**src/rtl/fpu_mant_sub_pipe_if.sv**
```systemverilog
// ============================================================================
// Module   : fpu_mant_sub_pipe_if
// Brief    : Operand-in / result-out handshake bundle for fpu_mant_sub_pipe.
// Revision : 1.0  initial release
// ============================================================================
`default_nettype none

interface fpu_mant_sub_pipe_if #(
  parameter int SIZE_DATA = 24
);
  logic                 i_valid;
  logic                 o_ready;
  logic [SIZE_DATA-1:0] i_data_a;
  logic [SIZE_DATA-1:0] i_data_b;
  logic                 o_valid;
  logic                 i_ready;
  logic [SIZE_DATA-1:0] o_diff;
  logic                 o_less;
  logic                 o_zero;

  modport slave (
    input  i_valid, i_data_a, i_data_b, i_ready,
    output o_ready, o_valid, o_diff, o_less, o_zero
  );

  modport master (
    output i_valid, i_data_a, i_data_b, i_ready,
    input  o_ready, o_valid, o_diff, o_less, o_zero
  );
endinterface

`default_nettype wire

```
**src/rtl/fpu_mant_sub_pipe.sv**
```systemverilog
// ============================================================================
// Module   : fpu_mant_sub_pipe
// Brief    : 2-stage borrow-lookahead mantissa subtractor giving |A-B|, A<B, A==B.
// Revision : 1.0  initial release
// ============================================================================
`default_nettype none

module fpu_mant_sub_pipe #(
  parameter int SIZE_DATA = 24
) (
  input  wire logic          i_clk,
  input  wire logic          i_rst,
  fpu_mant_sub_pipe_if.slave bus
);

  localparam int HALF = SIZE_DATA / 2;
  localparam int NGRP = HALF / 4;

  // Half-width subtract: 4-bit group G/P select each group's borrow-in,
  // bits inside a group ripple from that borrow-in. Returns {borrow_out, diff}.
  function automatic logic [HALF:0] sub_la(input logic [HALF-1:0] a,
                                           input logic [HALF-1:0] b,
                                           input logic            bin);
    logic [HALF-1:0] g, p, d;
    logic [NGRP:0]   gb;
    logic            gg, gp, bc;
    g     = ~a & b;
    p     = ~(a & ~b);
    d     = '0;
    gb    = '0;
    gb[0] = bin;
    for (int k = 0; k < NGRP; k++) begin
      gg = 1'b0;
      gp = 1'b1;
      for (int j = 0; j < 4; j++) begin
        gg = g[4*k+j] | (p[4*k+j] & gg);
        gp = gp & p[4*k+j];
      end
      gb[k+1] = gg | (gp & gb[k]);
      bc = gb[k];
      for (int j = 0; j < 4; j++) begin
        d[4*k+j] = a[4*k+j] ^ b[4*k+j] ^ bc;
        bc       = g[4*k+j] | (p[4*k+j] & bc);
      end
    end
    return {gb[NGRP], d};
  endfunction

  logic                 s1_valid_q, s1_valid_d;
  logic [HALF-1:0]      dlo_q, dlo_d;
  logic                 blo_q, blo_d;
  logic [HALF-1:0]      ahi_q, ahi_d;
  logic [HALF-1:0]      bhi_q, bhi_d;
  logic                 s2_valid_q, s2_valid_d;
  logic [SIZE_DATA-1:0] diff_q, diff_d;
  logic                 less_q, less_d;
  logic                 zero_q, zero_d;

  logic                 w_s1_adv, w_s2_adv;
  logic [HALF:0]        w_lo, w_hi;
  logic [SIZE_DATA-1:0] w_raw;

  always_comb begin
    w_s2_adv = !s2_valid_q | bus.i_ready;
    w_s1_adv = !s1_valid_q | w_s2_adv;
    w_lo     = sub_la(bus.i_data_a[HALF-1:0], bus.i_data_b[HALF-1:0], 1'b0);
    w_hi     = sub_la(ahi_q, bhi_q, blo_q);
    w_raw    = {w_hi[HALF-1:0], dlo_q};

    s1_valid_d = s1_valid_q;
    dlo_d      = dlo_q;
    blo_d      = blo_q;
    ahi_d      = ahi_q;
    bhi_d      = bhi_q;
    s2_valid_d = s2_valid_q;
    diff_d     = diff_q;
    less_d     = less_q;
    zero_d     = zero_q;

    if (w_s1_adv) begin
      s1_valid_d = bus.i_valid;
      if (bus.i_valid) begin
        dlo_d = w_lo[HALF-1:0];
        blo_d = w_lo[HALF];
        ahi_d = bus.i_data_a[SIZE_DATA-1:HALF];
        bhi_d = bus.i_data_b[SIZE_DATA-1:HALF];
      end
    end

    // Borrow-out of the upper half means A<B; negate raw to get the magnitude.
    if (w_s2_adv) begin
      s2_valid_d = s1_valid_q;
      if (s1_valid_q) begin
        diff_d = w_hi[HALF] ? (~w_raw + SIZE_DATA'(1)) : w_raw;
        less_d = w_hi[HALF];
        zero_d = (w_raw == '0);
      end
    end
  end

  always_ff @(posedge i_clk or posedge i_rst) begin
    if (i_rst) begin
      s1_valid_q <= 1'b0;
      dlo_q      <= '0;
      blo_q      <= 1'b0;
      ahi_q      <= '0;
      bhi_q      <= '0;
      s2_valid_q <= 1'b0;
      diff_q     <= '0;
      less_q     <= 1'b0;
      zero_q     <= 1'b0;
    end else begin
      s1_valid_q <= s1_valid_d;
      dlo_q      <= dlo_d;
      blo_q      <= blo_d;
      ahi_q      <= ahi_d;
      bhi_q      <= bhi_d;
      s2_valid_q <= s2_valid_d;
      diff_q     <= diff_d;
      less_q     <= less_d;
      zero_q     <= zero_d;
    end
  end

  assign bus.o_ready = w_s1_adv;
  assign bus.o_valid = s2_valid_q;
  assign bus.o_diff  = diff_q;
  assign bus.o_less  = less_q;
  assign bus.o_zero  = zero_q;

endmodule

`default_nettype wire

```
**src/flat_wrapper.sv**
```systemverilog
// flat-port wrapper written by rule: the top's interface ports become plain ports
module fpu_mant_sub_pipe_flat 
#(
  parameter int SIZE_DATA = 24
)
  (i_clk, i_rst, bus_i_valid, bus_i_data_a, bus_i_data_b, bus_i_ready, bus_o_ready, bus_o_valid, bus_o_diff, bus_o_less, bus_o_zero);
  fpu_mant_sub_pipe_if #(.SIZE_DATA(SIZE_DATA)) bus_i ();
  input  wire logic i_clk;
  input  wire logic i_rst;
  input wire logic [$bits(bus_i.i_valid)-1:0] bus_i_valid;
  input wire logic [$bits(bus_i.i_data_a)-1:0] bus_i_data_a;
  input wire logic [$bits(bus_i.i_data_b)-1:0] bus_i_data_b;
  input wire logic [$bits(bus_i.i_ready)-1:0] bus_i_ready;
  output wire logic [$bits(bus_i.o_ready)-1:0] bus_o_ready;
  output wire logic [$bits(bus_i.o_valid)-1:0] bus_o_valid;
  output wire logic [$bits(bus_i.o_diff)-1:0] bus_o_diff;
  output wire logic [$bits(bus_i.o_less)-1:0] bus_o_less;
  output wire logic [$bits(bus_i.o_zero)-1:0] bus_o_zero;
  assign bus_i.i_valid = bus_i_valid;
  assign bus_i.i_data_a = bus_i_data_a;
  assign bus_i.i_data_b = bus_i_data_b;
  assign bus_i.i_ready = bus_i_ready;
  assign bus_o_ready = bus_i.o_ready;
  assign bus_o_valid = bus_i.o_valid;
  assign bus_o_diff = bus_i.o_diff;
  assign bus_o_less = bus_i.o_less;
  assign bus_o_zero = bus_i.o_zero;
  fpu_mant_sub_pipe #(.SIZE_DATA(SIZE_DATA)) u_core (.i_clk(i_clk), .i_rst(i_rst), .bus(bus_i));
endmodule
```
**config.mk**
```make
export PLATFORM = sky130hd
export DESIGN_NAME = fpu_mant_sub_pipe_flat
export DESIGN_NICKNAME = d
export VERILOG_FILES = /design/src/rtl/fpu_mant_sub_pipe_if.sv /design/src/rtl/fpu_mant_sub_pipe.sv /design/src/flat_wrapper.sv
export SDC_FILE = /design/constraint.sdc
export NUM_CORES = 1
export LEC_CHECK = 0
export CAP_MARGIN = 0
export CORE_ASPECT_RATIO = 1.1
export CORE_MARGIN = 3
export CORE_UTILIZATION = 53
export CTS_CLUSTER_DIAMETER = 30
export DETAILED_ROUTE_END_ITERATION = 8
export GPL_ROUTABILITY_DRIVEN = 0
export PLACE_DENSITY = 0.83
export SKIP_CTS_REPAIR_TIMING = 1
export SYNTH_ARGS = -nofsm -noshare
export SYNTH_HDL_FRONTEND = slang
export SYNTH_SLANG_ARGS = --single-unit
```
**constraint.sdc**
```tcl
create_clock -name i_clk -period 4 [get_ports i_clk]
set_clock_uncertainty 0.1 [all_clocks]
set_input_delay 0.8 -clock i_clk [delete_from_list [all_inputs] [get_ports i_clk]]
set_output_delay 0.8 -clock i_clk [all_outputs]
set_load 0.01 [all_outputs]
```
Yosys cells after proc, flatten, opt, wreduce, memory -nomap -nowiden:

Index checks and enable logic that the tools add are counted.

* $add $sub $neg: 1
* $mul: 0
* div/mod/pow operators: 0
* order comparisons: 0
* equal/unequal tests: 0
* shift operators: 0
* mux-type cells: 1
* bitwise operators: 151
* reduce and logical (&&, ||, !) cells: 5

Operator list (count)
* 12-bit NOT: 6
* 1-bit AND: 53
* 12-bit AND: 4
* 1-bit XOR: 47
* 1-bit OR: 40
* 24-bit by 1-bit adder with 24-bit output (second input constant): 1
* 24-bit zero test: 1
* 24-bit two-way mux: 1
* 24-bit NOT: 1
* 2-bit AND reduction: 2
* 1-bit zero test: 2

* bits in registers: 65
* bits in latches: 0
* RAM bits: 0
* ROM bits: 0
* input port bits: 52
* output and inout bits: 28
* logic and storage cells: 167
* memories kept: 0

Logic depth before layout (Yosys ltp):

Gate-level depths: netlist of run 1.

* word-level depth: 22
* gate-level depth with buffers: 15
* mapped depth without buffers: 15

Worst setup path before layout of run 1:

OpenSTA, ideal clock, no wires.

* kind: input port to flip-flop
* from: in bus_i_data_a[0]
* to: reg u_core.dlo_q[11]
* library setup time: 0.083 ns
* arrival time: 3.924 ns
* data required time: 3.817 ns
* setup slack: -0.108 ns
* stages: 15
* path buffers: 0
* cells stage by stage: inv_1 > ha_1 > inv_1 > fa_1 > inv_1 > fa_1 > fa_1 > a21oi_1 > o21bai_1 > a221o_1 > fa_1 > fa_1 > fa_1 > xor2_1 > o21ai_0

* cells in the longest elaborated chain, start to end: 17

RTL lines
* from (decl): line flat_wrapper.sv:11 `input wire logic [$bits(bus_i.i_data_a)-1:0] bus_i_data_a;`
* 12-bit NOT: line fpu_mant_sub_pipe.sv:27 `g = ~a & b;`
* 12-bit AND: line fpu_mant_sub_pipe.sv:27
* 1-bit AND: line fpu_mant_sub_pipe.sv:36 `gg = g[4*k+j] | (p[4*k+j] & gg);`
* 1-bit OR: line fpu_mant_sub_pipe.sv:36
* 1-bit AND: line fpu_mant_sub_pipe.sv:36
* 1-bit OR: line fpu_mant_sub_pipe.sv:36
* 1-bit AND: line fpu_mant_sub_pipe.sv:36
* 1-bit OR: line fpu_mant_sub_pipe.sv:36
* 1-bit AND: line fpu_mant_sub_pipe.sv:39 `gb[k+1] = gg | (gp & gb[k]);`
* 1-bit OR: line fpu_mant_sub_pipe.sv:39
* 1-bit AND: line fpu_mant_sub_pipe.sv:43 `bc = g[4*k+j] | (p[4*k+j] & bc);`
* 1-bit OR: line fpu_mant_sub_pipe.sv:43
* 1-bit AND: line fpu_mant_sub_pipe.sv:43
* 1-bit OR: line fpu_mant_sub_pipe.sv:43
* 1-bit AND: line fpu_mant_sub_pipe.sv:43
* 1-bit OR: line fpu_mant_sub_pipe.sv:43
* 1-bit XOR: line fpu_mant_sub_pipe.sv:42 `d[4*k+j] = a[4*k+j] ^ b[4*k+j] ^ bc;`
* to (signal assigned): line fpu_mant_sub_pipe.sv:114 `dlo_q <= dlo_d;`
* to (decl): line fpu_mant_sub_pipe.sv:50 `logic [HALF-1:0] dlo_q, dlo_d;`

Every way passes these cells.
A chain may end at the register's enable or synchronous reset.

Worst setup path after layout of run 1:

* from: in bus_i_data_a[0]
* to: reg u_core.dlo_q[10]

* cells in the longest elaborated chain, start to end: 15

RTL lines (line)
* 12-bit NOT: fpu_mant_sub_pipe.sv:27
* 12-bit AND: fpu_mant_sub_pipe.sv:27
* 1-bit AND: fpu_mant_sub_pipe.sv:36
* 1-bit OR: fpu_mant_sub_pipe.sv:36
* 1-bit AND: fpu_mant_sub_pipe.sv:36
* 1-bit OR: fpu_mant_sub_pipe.sv:36
* 1-bit AND: fpu_mant_sub_pipe.sv:36
* 1-bit OR: fpu_mant_sub_pipe.sv:36
* 1-bit AND: fpu_mant_sub_pipe.sv:39
* 1-bit OR: fpu_mant_sub_pipe.sv:39
* 1-bit AND: fpu_mant_sub_pipe.sv:43
* 1-bit OR: fpu_mant_sub_pipe.sv:43
* 1-bit AND: fpu_mant_sub_pipe.sv:43
* 1-bit OR: fpu_mant_sub_pipe.sv:43
* 1-bit XOR: fpu_mant_sub_pipe.sv:42

Every way passes these cells.

==> qor.csv, run 1 <==
metric;value;unit
status;complete, no violations;
initialDrtViolationCount;67;
synth_fp_nets;549;
yosys_most_used_dff;sky130_fd_sc_hd__dfrtp_1;
final-setup-viol-count;0;
sequentialPowerShare;36.3;%
globalRoute.totalOverflow;0;
power.combinational.fraction;44.7;%
post-synth-top-area-cell;sky130_fd_sc_hd__dfrtp_1;
cts_tree;yes;
grt_antenna_before_repair;0;
first_global_vias;3266;
cts_htree_levels;3;
setup.worst_path.end_class;flop;
finalWirelength;9.33;mm
synth-warning-count;0;
area_of_combinational_cells_with_multiple_inputs;2470;um^2
root_buffer_selected_by_cts;sky130_fd_sc_hd__clkbuf_8;
cp-start-kind;input port;
pwr-share-clk;19.0;%
library_cell_with_the_highest_instance_count_after_synthesis;sky130_fd_sc_hd__dfrtp_1;
power_density;497;nW/um^2
critPathMaxFanout;2;
critical-path-top-cell-by-count;sky130_fd_sc_hd__fa_2;
total_switching_power;1.01;mW
synth_top_area_share;37.6;%
crit_chain;buf_6, inv_4, ha_4, inv_2, fa_2, inv_2, fa_2, fa_2, a21oi_2, o21bai_1, a221o_1, fa_2, fa_2, fa_2, o21ai_2;
die_extent_in_x;92.1;um
leakage;2.50;nW
seq_area;1630;um^2
worst-endpoint-required;4120;ps
slew-limit-headroom;53.9;%
asyncSetResetFlopFracSynth;100;%
core_region_area;7680;um^2
worst_hold_slack;379;ps
ctsLongestPathBuffers;2;
slowest_stage;sky130_fd_sc_hd__fa_2;
design.portCount;80;
post_synth_edffs;0;
cp.arrival;4070;ps
netlist-cell-type-count;47;
timing.critical_path.max_delay_family;adder cells;
synth.avg_cell_area;9.89;um^2
final.min_clock_period;3960;ps
n_fill_cell;598;
hold_path_class;reg2reg;
grt_pass1_wl;15.2;mm
ys_top_cells_by_area;sky130_fd_sc_hd__dfrtp_1 38%, sky130_fd_sc_hd__ha_1 12%, sky130_fd_sc_hd__fa_1 8.3%;
report.final.slew_viol_count;0;
power.internal;1.71;mW
fin_util;71.3;%
power.switching_fraction;37.2;%
num_vias;3322;
port_buffers;79;
vias_per_cell;5.28;
number_of_routed_nets_with_antenna_violations;0;
mappedNetlistArea;4320;um^2
dr.pass1.iters;4;
crit_buf_inv;4;
rows;33;
synth-seq-cells;65;
final_min_period_over_clock_period;98.9;%
die_area;9270;um^2
num-nets-final;631;
setup_total_negative_slack;0;ps
grt_setup_unrepaired;yes;
tightest_slew;685;ps
clkSinkCount;65;
max-cap-violations;0;
post_cts_clock_slew_at_the_launch_and_capture_registers_of_the_worst_setup_and_hold_paths;70;ps
fmaxAchievable;253;MHz
cts_made_buffers;9;
route.detailed.drc;0;
synth_top_cells_by_count;65 x sky130_fd_sc_hd__dfrtp_1, 58 x sky130_fd_sc_hd__inv_1, 42 x sky130_fd_sc_hd__ha_1;
maximum_resistive_drop_on_vdd;0.000267;V
syn_to_final_growth;26.8;%
netlist_instances;437;
final_layout_size_suffix_gt1_share;15.1;%
dpl.hpwl;7.07;mm
synth.yosys.seq_area_share;37.6;%
grtUsageTotal;20.7;%
die_h;101;um
route.detailed.wl_per_inst;14.8;um
critPathMaxStageDelay;550;ps
worstSkewPairLatency;350;ps
worstSetupPathType;in2reg;
grt_start_max_net_pins;50;
final-hold-violation-count;0;
starting_density_of_the_core;56.3;%
diodes;0;
finalPower;2.72;mW
worst min-delay path, delay by kind of cell (launching register included):
kind	cells	cell delay, ps
flops	1	340
compound gates	1	60
simple gates	1	40
final timing paths:
kind	from	end	slack, ps	depth (start not counted)
max in group asynchronous	i_rst	u_core.ahi_q[2]	2160	3
min in group asynchronous	i_rst	u_core.bus.o_less	690	2
max reg2reg	u_core.bhi_q[1]	u_core.bus.o_diff[23]	260	15
min reg2reg	u_core.bus.o_diff[0]	u_core.bus.o_diff[0]	380	2
max	bus_i_data_a[0]	u_core.dlo_q[10]	40	15
min	u_core.bus.o_diff[0]	u_core.bus.o_diff[0]	380	2
flip-flops by register name (all words and copies together) (netlist names):
register / flops
u_core.ahi_q: 12
u_core.bhi_q: 12
u_core.blo_q: 1
u_core.bus.o_diff: 24
u_core.bus.o_less: 1
u_core.bus.o_valid: 1
u_core.bus.o_zero: 1
u_core.dlo_q: 12
u_core.s1_valid_q: 1
per-layer routing:
metal,part of all wire [%],track usage [%],up-vias
met5,0,0,-
met4,1.9,7.43,0
met3,4.5,3.88,15
met2,51,36.4,80
met1,43,25.6,1594
li1,-,-,1633
cell families after synthesis:
logic type	share of synthesized area, %
simple gates	16.4
compound gates	10.9
buf+inv	6.46
flops	37.6
fa+ha+maj	20.5
mux	6.75
xor+xnor	1.42
cell usage in the layout (no fill, tap or decap), drive strengths merged, types with 8 or more instances in the layout:
master         instances
inv                   58
clkdlybuf4s50         75
nand2                 32
mux2                  25
or3                   15
a31oi                 12
o21ai                 29
fa                    18
a21oi                  9
o31ai                  9
ha                    42
nand2b                 8
buf                    9
clkbuf                11
dfrtp                 65
nor3                  13
nor2                  29
nand3                  9
power by group through the flow:
stage / combinational [mW] / sequential [mW] / clock, mW
global route: 1.35 / 1.02 / 0.552
global placement: 1.15 / 0.988 / 0
finish: 1.21 / 0.988 / 0.517
detailed placement: 1.20 / 1.00 / 0
floorplan: 0.683 / 1.02 / 0
CTS: 1.20 / 0.991 / 0.524
layout make-up:
type,count,area share [%]
tap,105,2.40
timing repair buffer,86,15.5
sequential,65,29.7
clock inverter,5,0.548
inverter,58,4.02
clock buffer,11,2.76
multi-input combinational,299,45.0
stage by stage:
| step | instance area, um^2 | instances | worst slack (ps) |
|---|---|---|---|
| after floorplan | 4330 | 437 | 19.0 |
| after global placement | 5250 | 613 | -509 |
| after detailed placement | 5250 | 613 | -642 |
| after CTS | 5430 | 629 | -277 |
| after global routing | 5480 | 629 | -89.7 |
| final | 5480 | 629 | 44.7 |
(Power assumes the default switching activity.)
==> inputs of run 2 (changes only) <==
--- a/config.mk
+++ b/config.mk
@@ -11,7 +11,6 @@
 export CORE_UTILIZATION = 53
 export CTS_CLUSTER_DIAMETER = 30
 export DETAILED_ROUTE_END_ITERATION = 8
-export GPL_ROUTABILITY_DRIVEN = 0
 export PLACE_DENSITY = 0.83
 export SKIP_CTS_REPAIR_TIMING = 1
 export SYNTH_ARGS = -nofsm -noshare
==> results of run 2 <==
Same layout as run 1: the final DEF is identical, and so are final timing and power.
==> inputs of run 3 (changes only) <==
--- a/config.mk
+++ b/config.mk
@@ -12,7 +12,6 @@
 export CTS_CLUSTER_DIAMETER = 30
 export DETAILED_ROUTE_END_ITERATION = 8
 export PLACE_DENSITY = 0.83
-export SKIP_CTS_REPAIR_TIMING = 1
 export SYNTH_ARGS = -nofsm -noshare
 export SYNTH_HDL_FRONTEND = slang
 export SYNTH_SLANG_ARGS = --single-unit
==> run 3 against run 2 <==
Sequential power barely moved; first-iteration DRC count rose by 9.0%; highest routed layer unchanged; final cell count stayed put; cell area is 0.57% lower; clock power barely moved; sequential cell count is the same; critical path depth down 1; sequential share of layout area up 0.17 points; critical endpoint unchanged.
==> qor.csv, run 3 (synthesized netlist as in run 1, its figures left out) <==
metric;value;unit;change
status;complete, no violations;;
die_area;9270;um^2;unchanged
port_buffers;79;;unchanged
power_density;498;nW/um^2;+0.32%
syn_to_final_growth;26.0;%;
first_global_vias;3287;;+0.64%
crit-reg2reg-capture;u_core.bus.o_diff[23];;
design.portCount;80;;unchanged
worstSkewPairLatency;350;ps;about the same
post_cts_buffers;0;;
holdPathStages;2;;unchanged
reg2reg_from;u_core.bhi_q[1];;
dpl.hpwl;7.07;mm;unchanged
grt_pass1_wl;15.3;mm;+0.82%
vias_per_cell;5.26;;-0.36%
leakage;2.48;nW;-0.86%
fmaxAchievable;257;MHz;+1.5%
num-nets-final;631;;unchanged
weighted_congestion_reported_at_the_end_of_routability_driven_placement;0.810;;
layout_common_cells;75 x sky130_fd_sc_hd__clkdlybuf4s50_1, 65 x sky130_fd_sc_hd__dfrtp_1, 54 x sky130_fd_sc_hd__inv_1;;
grtUsageTotal;20.9;%;+0.14 points
reg2reg_setup_slack;260;ps;about the same
cts_hold_buffers;0;;
cp-start-kind;input port;;
initialDrtViolationCount;73;;+9.0%
clkSinkCount;65;;unchanged
worstHoldStart;u_core.bus.o_diff[0];;
root_buffer_selected_by_cts;sky130_fd_sc_hd__clkbuf_8;;
slew-limit-headroom;54.1;%;+0.20 points
diodes;0;;unchanged
largest_reg_flops;24;;unchanged
post_cts_clock_slew_at_the_launch_and_capture_registers_of_the_worst_setup_and_hold_paths;70;ps;about the same
core_region_area;7680;um^2;unchanged
maximum_resistive_drop_on_vdd;0.000267;V;-0.26%
worst-endpoint-required;4110;ps;about the same
final_layout_size_suffix_gt1_share;14.5;%;-0.57 points
fin_util;70.9;%;-0.41 points
number_of_routed_nets_with_antenna_violations;0;;unchanged
worst_hold_slack;379;ps;+0.589 ps
globalRoute.totalOverflow;0;;unchanged
hold_path_class;reg2reg;;
die_extent_in_x;92.1;um;unchanged
finalWirelength;9.17;mm;-1.7%
finalPower;2.71;mW;-0.25%
tightest_slew;682;ps;-3.00 ps
route.detailed.drc;0;;unchanged
r2r_cells;15;;unchanged
final.min_clock_period;3900;ps;-58.0 ps
setup.worst_path.end_class;flop;;
worstSetupStartpoint;bus_i_data_b[0];;
die_h;101;um;unchanged
cp.arrival;4010;ps;-60 ps
starting_density_of_the_core;56.3;%;unchanged
cts_tree;yes;;
worst_min_delay_path_endpoint;u_core.bus.o_diff[0];;
ctsLongestPathBuffers;2;;unchanged
final_min_period_over_clock_period;97.4;%;-1.4 points
cts_made_buffers;9;;unchanged
final-setup-viol-count;0;;unchanged
route.detailed.wl_per_inst;14.6;um;-1.7%
final-hold-violation-count;0;;unchanged
critPathMaxFanout;2;;unchanged
cts_htree_levels;3;;unchanged
report.final.slew_viol_count;0;;unchanged
grt_antenna_before_repair;0;;unchanged
max-cap-violations;0;;unchanged
worstSetupPathType;in2reg;;
rows;33;;unchanged
dr.pass1.iters;4;;unchanged
grt_start_max_net_pins;50;;unchanged
layout_commonest_cell;sky130_fd_sc_hd__clkdlybuf4s50_1;;
num_vias;3310;;-0.36%
-- run 3: cell count changes in the layout (fill, tap and decap cells not counted), sizes merged --
| cell | before | now |
|---|---|---|
| dlygate4sd2 | 0 | 2 |
| dlymetal6s2s | 2 | 0 |
| buf | 9 | 8 |
| clkdlybuf4s15 | 0 | 1 |
-- run 3: final cells by class --
type	instances	area [um^2]
Clock buffer	11	151
Clock inverter	5	30.0
Fill cell	603	2230
Inverter	58	218
Multi-Input combinational cell	299	2450
Sequential cell	65	1630
Tap cell	105	131
Timing Repair Buffer	86	836
-- run 3: worst max-delay path, stage by stage --
cell                              delay [ps]
sky130_fd_sc_hd__clkdlybuf4s15_1         180
sky130_fd_sc_hd__ha_2                    170
sky130_fd_sc_hd__inv_2                    60
sky130_fd_sc_hd__fa_2                    190
sky130_fd_sc_hd__inv_2                    40
sky130_fd_sc_hd__fa_2                    350
sky130_fd_sc_hd__fa_2                    370
sky130_fd_sc_hd__a21oi_2                 150
sky130_fd_sc_hd__o21bai_1                 80
sky130_fd_sc_hd__a221o_1                 350
sky130_fd_sc_hd__fa_2                    350
sky130_fd_sc_hd__fa_2                    350
sky130_fd_sc_hd__fa_2                    530
sky130_fd_sc_hd__o21ai_1                  50
-- run 3: repair_timing --
action	in CTS	in global routing
pin swaps	12	9
resized for setup	17	2
endpoints found under the setup margin	2	5
-- run 3: metrics by stage --
step                worst slack [ps]  setup TNS [ps]  area [um^2]  instances
detailed placement              -642           -2040         5250        613
finish                           103               0         5450        629
CTS                             2.87               0         5440        629
global placement                -509           -1410         5250        613
global route                   -6.01           -6.01         5450        629
floorplan                       19.0               0         4330        437
-- run 3: how the worst max path moves through the flow --
| stage | slack [ps] | cells past startpoint | end |
|---|---|---|---|
| 2_1_floorplan | 20 | 15 | u_core.dlo_q[11] |
| 3_3_place_gp | -510 | 16 | u_core.dlo_q[11] |
| 3_5_place_dp | -640 | 16 | u_core.dlo_q[11] |
| 4_1_cts | 3 | 14 | u_core.dlo_q[10] |
| 5_1_grt | -6 | 15 | u_core.bus.o_diff[23] |
| 6_report | 100 | 14 | u_core.dlo_q[10] |
-- run 3: per-layer routing --
layer  up-vias  global-route usage, %  wire, um
met5         -                      0         0
met4         0                   8.23       163
met3        13                   3.88       473
met2        79                   36.0      4610
met1      1587                   26.1      3920
li1       1631                      -         -
-- run 3: power by group --
group          switching, mW  internal, mW  leakage [nW]  total [mW]
clock network          0.262         0.255        0.0911       0.517
registers              0.151         0.837         0.766       0.988
logic                  0.595         0.613          1.62        1.21
